==> src/rtl/vga_csr_arbiter.sv <==
// vga_csr_arbiter
//
// Merges a 16-bit Wishbone slave port (CPU access to video memory) and a
// read-only video fetch port onto the single CSR master bus of the video SRAM.
// The SRAM answers reads a fixed RD_LAT cycles after the issue cycle; a small
// tag pipeline remembers which port issued each read so the returned word is
// acknowledged to that port only.
//
// Handshake: a port raises its strobe (Wishbone: stb & cyc) and holds it until
// it sees a one-cycle ack. Each port has at most one access outstanding; its
// pend flag is set on issue and cleared on the cycle its ack is driven. A new
// request is accepted at the earliest in the cycle after the ack.
//
// Ports:
//   sys_clk, sys_rst        clock, synchronous active-high reset
//   wb_adr_i .. wb_cyc_i    Wishbone request (word address, lanes, we, data)
//   wb_dat_o, wb_ack_o      Wishbone read data / one-cycle ack
//   vid_adr_i, vid_stb_i    video fetch request
//   vid_dat_o, vid_ack_o    fetched word / one-cycle ack
//   csr_adr_o .. csr_dat_o  CSR master bus towards the SRAM (all registered)
//   csr_dat_i               SRAM read data, valid RD_LAT cycles after issue
`timescale 1ns/1ps
module vga_csr_arbiter #(
  parameter int RD_LAT = 2
) (
  input  logic        sys_clk,
  input  logic        sys_rst,
  input  logic [16:0] wb_adr_i,
  input  logic [1:0]  wb_sel_i,
  input  logic        wb_we_i,
  input  logic [15:0] wb_dat_i,
  input  logic        wb_stb_i,
  input  logic        wb_cyc_i,
  output logic [15:0] wb_dat_o,
  output logic        wb_ack_o,
  input  logic [16:0] vid_adr_i,
  input  logic        vid_stb_i,
  output logic [15:0] vid_dat_o,
  output logic        vid_ack_o,
  output logic [16:0] csr_adr_o,
  output logic [1:0]  csr_sel_o,
  output logic        csr_we_o,
  output logic [15:0] csr_dat_o,
  input  logic [15:0] csr_dat_i
);

  // One extra stage beyond the slave latency: the tag sits in the last stage
  // during the cycle csr_dat_i is valid and retires at the end of it.
  localparam int   STAGES  = RD_LAT + 1;
  localparam logic OWN_VID = 1'b0;
  localparam logic OWN_WB  = 1'b1;

  logic              vid_pend;
  logic              wb_pend;
  logic [STAGES-1:0] tag_vld;
  logic [STAGES-1:0] tag_own;

  logic vid_elig;
  logic wb_elig;
  logic grant_vid;
  logic grant_wb;
  logic push_rd;
  logic ret_vid;
  logic ret_wb;
  logic vid_ack_next;
  logic wb_ack_next;

  always_comb begin
    vid_elig  = vid_stb_i & ~vid_pend & ~vid_ack_o;
    wb_elig   = wb_stb_i & wb_cyc_i & ~wb_pend & ~wb_ack_o;
    // Video has priority; since video is blocked for several cycles after
    // each grant, Wishbone always finds a free slot between video reads.
    grant_vid = vid_elig;
    grant_wb  = wb_elig & ~vid_elig;
    push_rd   = grant_vid | (grant_wb & ~wb_we_i);
    ret_vid   = tag_vld[STAGES-1] & (tag_own[STAGES-1] == OWN_VID);
    ret_wb    = tag_vld[STAGES-1] & (tag_own[STAGES-1] == OWN_WB);
    vid_ack_next = ret_vid;
    // Only Wishbone issues writes, so a write on the bus now means the
    // Wishbone write ack goes out next cycle. A read retiring after the
    // master dropped cyc is swallowed.
    wb_ack_next  = csr_we_o | (ret_wb & wb_cyc_i);
  end

  always_ff @(posedge sys_clk) begin
    if (sys_rst) begin
      csr_adr_o <= '0;
      csr_sel_o <= '0;
      csr_we_o  <= 1'b0;
      csr_dat_o <= '0;
      wb_dat_o  <= '0;
      wb_ack_o  <= 1'b0;
      vid_dat_o <= '0;
      vid_ack_o <= 1'b0;
      vid_pend  <= 1'b0;
      wb_pend   <= 1'b0;
      tag_vld   <= '0;
      tag_own   <= '0;
    end else begin
      // CSR bus: idle cycles keep address/data but never assert we.
      if (grant_vid) begin
        csr_adr_o <= vid_adr_i;
        csr_sel_o <= 2'b11;
        csr_we_o  <= 1'b0;
      end else if (grant_wb) begin
        csr_adr_o <= wb_adr_i;
        csr_sel_o <= wb_sel_i;
        csr_we_o  <= wb_we_i;
        csr_dat_o <= wb_dat_i;
      end else begin
        csr_sel_o <= 2'b00;
        csr_we_o  <= 1'b0;
      end

      // Tag pipeline: reads only.
      tag_vld[0] <= push_rd;
      tag_own[0] <= grant_wb ? OWN_WB : OWN_VID;
      for (int i = 1; i < STAGES; i++) begin
        tag_vld[i] <= tag_vld[i-1];
        tag_own[i] <= tag_own[i-1];
      end

      vid_ack_o <= vid_ack_next;
      if (ret_vid) begin
        vid_dat_o <= csr_dat_i;
      end
      wb_ack_o <= wb_ack_next;
      if (ret_wb & wb_cyc_i) begin
        wb_dat_o <= csr_dat_i;
      end

      if (grant_vid) begin
        vid_pend <= 1'b1;
      end else if (vid_ack_next) begin
        vid_pend <= 1'b0;
      end

      // An aborted read still frees the port when its tag retires.
      if (grant_wb) begin
        wb_pend <= 1'b1;
      end else if (wb_ack_next | ret_wb) begin
        wb_pend <= 1'b0;
      end
    end
  end

endmodule
==> config.mk <==
export PLATFORM = sky130hd
export DESIGN_NAME = vga_csr_arbiter
export DESIGN_NICKNAME = d
export VERILOG_FILES = /design/src/rtl/vga_csr_arbiter.sv
export SDC_FILE = /design/constraint.sdc
export NUM_CORES = 1
export LEC_CHECK = 0
export BUFFER_PORTS_ARGS = -buffer_cell sky130_fd_sc_hd__buf_2
export CORE_UTILIZATION = 41
export CTS_CLUSTER_SIZE = 16
export DETAILED_ROUTE_END_ITERATION = 12
export PLACE_DENSITY = 0.75
export SLEW_MARGIN = 20
export SYNTH_ARGS = -nofsm -noshare
export SYNTH_HDL_FRONTEND = slang
export SYNTH_SLANG_ARGS = --single-unit
==> constraint.sdc <==
create_clock -name sys_clk -period 1.25 [get_ports sys_clk]
set_input_delay 0 -clock sys_clk [delete_from_list [all_inputs] [get_ports sys_clk]]
set_output_delay 0 -clock sys_clk [all_outputs]
set_load 0.02 [all_outputs]
==> impl_metrics.tcl <==
set metrics [dict create \
    via_count 3299 \
    hpwl_um 5200 \
    final-setup-viol-count 17 \
    nFillCells 545 \
    worst_pin_slew_ps 376 \
    reg2reg_depth 4 \
    rr_endpoint "csr_adr_o[10]" \
    rsz0062_at_grt "true" \
    drc_errors 0 \
    synthTopCellsByArea "dfxtp_1, nand2_1, a21oi_1, a311oi_2, nor2_1" \
    min_period_over_period_pct 103 \
    syn_inst 350 \
    endpoint_kind "flop" \
    clk_latency_ps 340 \
    switching_share_pct 26.8 \
    drt_wl_total_um 9620 \
    async_reset_ff_share_pct 0 \
    clock_sinks 78 \
    hold_violations 0 \
    overflow 0 \
    crit_fanout 9 \
    start_util_pct 43.3 \
    start_kind "flop" \
    cts_tree "yes" \
    synth-seq-cells 78 \
    cp.required_ps 1510 \
    wl_per_cell_um 14.6 \
    p_leak_nw 2.09 \
    totalPowerFinal_mw 5.53 \
    period_needed_ps 1290 \
    die_x_um 87.4 \
    clk_pin_slew_ps 80 \
    timing.rr.start "wb_ack_o" \
    violations "setup timing" \
    synth.yosys.seq_area_share_pct 52.2 \
    dr.pass1.iters 4 \
    fin_skew_ps 10.5 \
    synthTopCellsByCount "nand2_1, dfxtp_1, a21oi_1" \
    drive_gt1_share_pct 38.0 \
    portBuffers 143 \
    yosysUniqueCellTypes 21 \
    netlist.area_leader.share_pct 52.2 \
    place.gp.congestion 0.723 \
    fin_ws_ps -35.3 \
    area_growth_pct 61.7 \
    drtIter0Drc 112 \
    grt_util_all_layers_pct 25.0 \
    drv_cap 0 \
    arrival_ps 1550 \
    synth_nets 424 \
    r2r_setup_slack_ps -40 \
    crit_chain "and4bb_4, clkbuf_16, nand2_1, a311oi_2" \
    antenna_cells 0 \
    final_net_count 632 \
    ir_worst_vdd_v 0.000727 \
    comb_power_share_pct 18.0 \
    netlist_area_sq_um 2990 \
    die_h_um 87.4 \
    netlist.top_cell.by_area "dfxtp_1" \
    p_sw_mw 1.48 \
    cp-startpoint "wb_ack_o" \
    worstSetupPathType "reg -> reg" \
    first_global_vias 3265 \
    grt_pass1_wl_um 14700 \
    avgSynthCellArea_sq_um 8.55 \
    cts_setup_buffers 0 \
    synth_ff_type "dfxtp_1" \
    htree_levels 3 \
    slew_headroom_pct 74.9 \
    synth_edf_count 0 \
    outcome "finished, violations left" \
    pwr-share-clk_pct 34.2 \
    cp_slowest_stage_delay_ps 390 \
    place_ws_ps -108 \
    numCtsBuffers 9 \
    routed_via_density 5.01 \
    p_int_mw 4.05 \
    seqPwrFrac_pct 47.8 \
    pin_count 144 \
    max_freq_ghz 0.778 \
    maxSlewViolCount 0 \
    core_area_sq_um 6910 \
    critPathSlowestCell "and4bb_4" \
    synth-warning-count 0 \
    grt_max_degree 79 \
    grt_antenna_before_repair 0 \
    synth_most_common_cell "nand2_1" \
    cts_buffer_depth 2 \
    p_per_area_nw_per_um2 1140 \
    rows 30 \
    cts_root_buf "clkbuf_8" \
    endpoint "csr_adr_o[10]" \
    fp.dieArea_sq_um 7640 \
    ant_nets 0 \
    hold_path_class "in -> reg" \
]
-- registers in the layout, indices dropped and copies added, names as in the netlist --
| signal | flops |
|---|---|
| vid_dat_o | 16 |
| wb_ack_o | 1 |
| csr_sel_o | 2 |
| wb_pend | 1 |
| vid_pend | 1 |
| csr_adr_o | 17 |
| tag_own | 3 |
| vid_ack_o | 1 |
| csr_dat_o | 16 |
| tag_vld | 3 |
| csr_we_o | 1 |
| wb_dat_o | 16 |
-- metrics by stage --
| stage | cells | util (%) | instance area (sq um) | setup TNS, ps | hold WS (ps) |
|---|---|---|---|---|---|
| floorplan | 350 | - | 3050 | -797 | 136 |
| global placement | 573 | 56.5 | 3900 | -1850 | 241 |
| detailed placement | 573 | 56.5 | 3900 | -2640 | 235 |
| CTS | 658 | 69.4 | 4790 | -38.9 | 135 |
| global route | 659 | 70.1 | 4840 | -1850 | 164 |
| finish | 659 | 70.1 | 4840 | -357 | 156 |
-- per-layer routing --
| layer | routed length [um] | share of wire [%] | global-route usage [%] | vias up |
|---|---|---|---|---|
| met1 | 3730 | 39 | 27.1 | 1550 |
| met2 | 5020 | 52 | 43.8 | 125 |
| met5 | 0 | 0 | 0 | - |
| met4 | 327 | 3.4 | 15.1 | 0 |
| met3 | 543 | 5.6 | 6.16 | 32 |
| li1 | - | - | - | 1592 |
-- critical path, delay by kind of cell, from the launching register on --
kind,cells,cell delay (ps)
and+or+nand+nor,2,460
AOI/OAI and AO/OA,1,240
DFF,1,330
buffers and inverters,1,170
-- cells by family (layout without fill, tap and decap cells) --
kind of cell           Yosys count  in the layout  share of synthesized area (%)
and+or+nand+nor                155            155                           22.0
AOI/OAI and AO/OA               86             86                           20.2
DFF                             78             78                           52.2
buffers and inverters           31            244                           5.65
-- cell type report --
| cell class | count | area, sq um | share of cell area (%) |
|---|---|---|---|
| clock inverter | 5 | 58.8 | 1.22 |
| multi-input combinational | 241 | 1320 | 27.2 |
| clock buffer | 11 | 141 | 2.92 |
| sequential | 78 | 1560 | 32.3 |
| tap | 96 | 120 | 2.48 |
| timing repair buffer | 228 | 1640 | 33.9 |
-- power groups by stage --
| stage | registers (mW) | logic [mW] | clock network, mW |
|---|---|---|---|
| after global routing | 2.65 | 1.06 | 2.06 |
| final | 2.64 | 0.994 | 1.89 |
| after global placement | 2.69 | 0.769 | 0 |
| after floorplan | 2.81 | 0.366 | 0 |
| after detailed placement | 2.69 | 0.787 | 0 |
| after CTS | 2.64 | 0.954 | 1.94 |
-- placed cells by master (no fill, tap or decap), types with 2 or more instances in the layout --
cell,synthesis,routed
dlygate4sd3_1,0,69
buf_2,12,143
nor2_2,0,15
nor2_1,25,10
o21ai_0,16,16
nand2_1,100,98
a311oi_2,17,17
dfxtp_2,0,2
clkbuf_8,0,10
dfxtp_1,78,76
nand2_2,0,2
nor2b_1,5,5
buf_4,4,6
nor3b_2,1,2
buf_12,0,7
a21oi_1,52,52
nand3_1,17,17
buf_6,3,2
clkinvlp_4,0,2
-- timing repair --
action | in CTS | in global routing
hold buffers | 69 | 0
pin swaps | 2 | 4
endpoints found under the hold margin | 69 | 0
cloned | 0 | 1
gates resized for setup | 2 | 5
setup endpoints to repair | 37 | 36
-- worst min-delay path by stage --
stage                     depth (start not counted)            to    startpoint
final                                             3      wb_ack_o       sys_rst
after global routing                              3  vid_dat_o[4]       sys_rst
after CTS                                         4   wb_dat_o[4]      wb_cyc_i
after detailed placement                          3  csr_sel_o[0]   wb_sel_i[0]
after global placement                            3  csr_sel_o[1]   wb_sel_i[1]
after floorplan                                   2  vid_dat_o[0]  csr_dat_i[0]
Note: power is estimated with default switching activity, not from simulation.
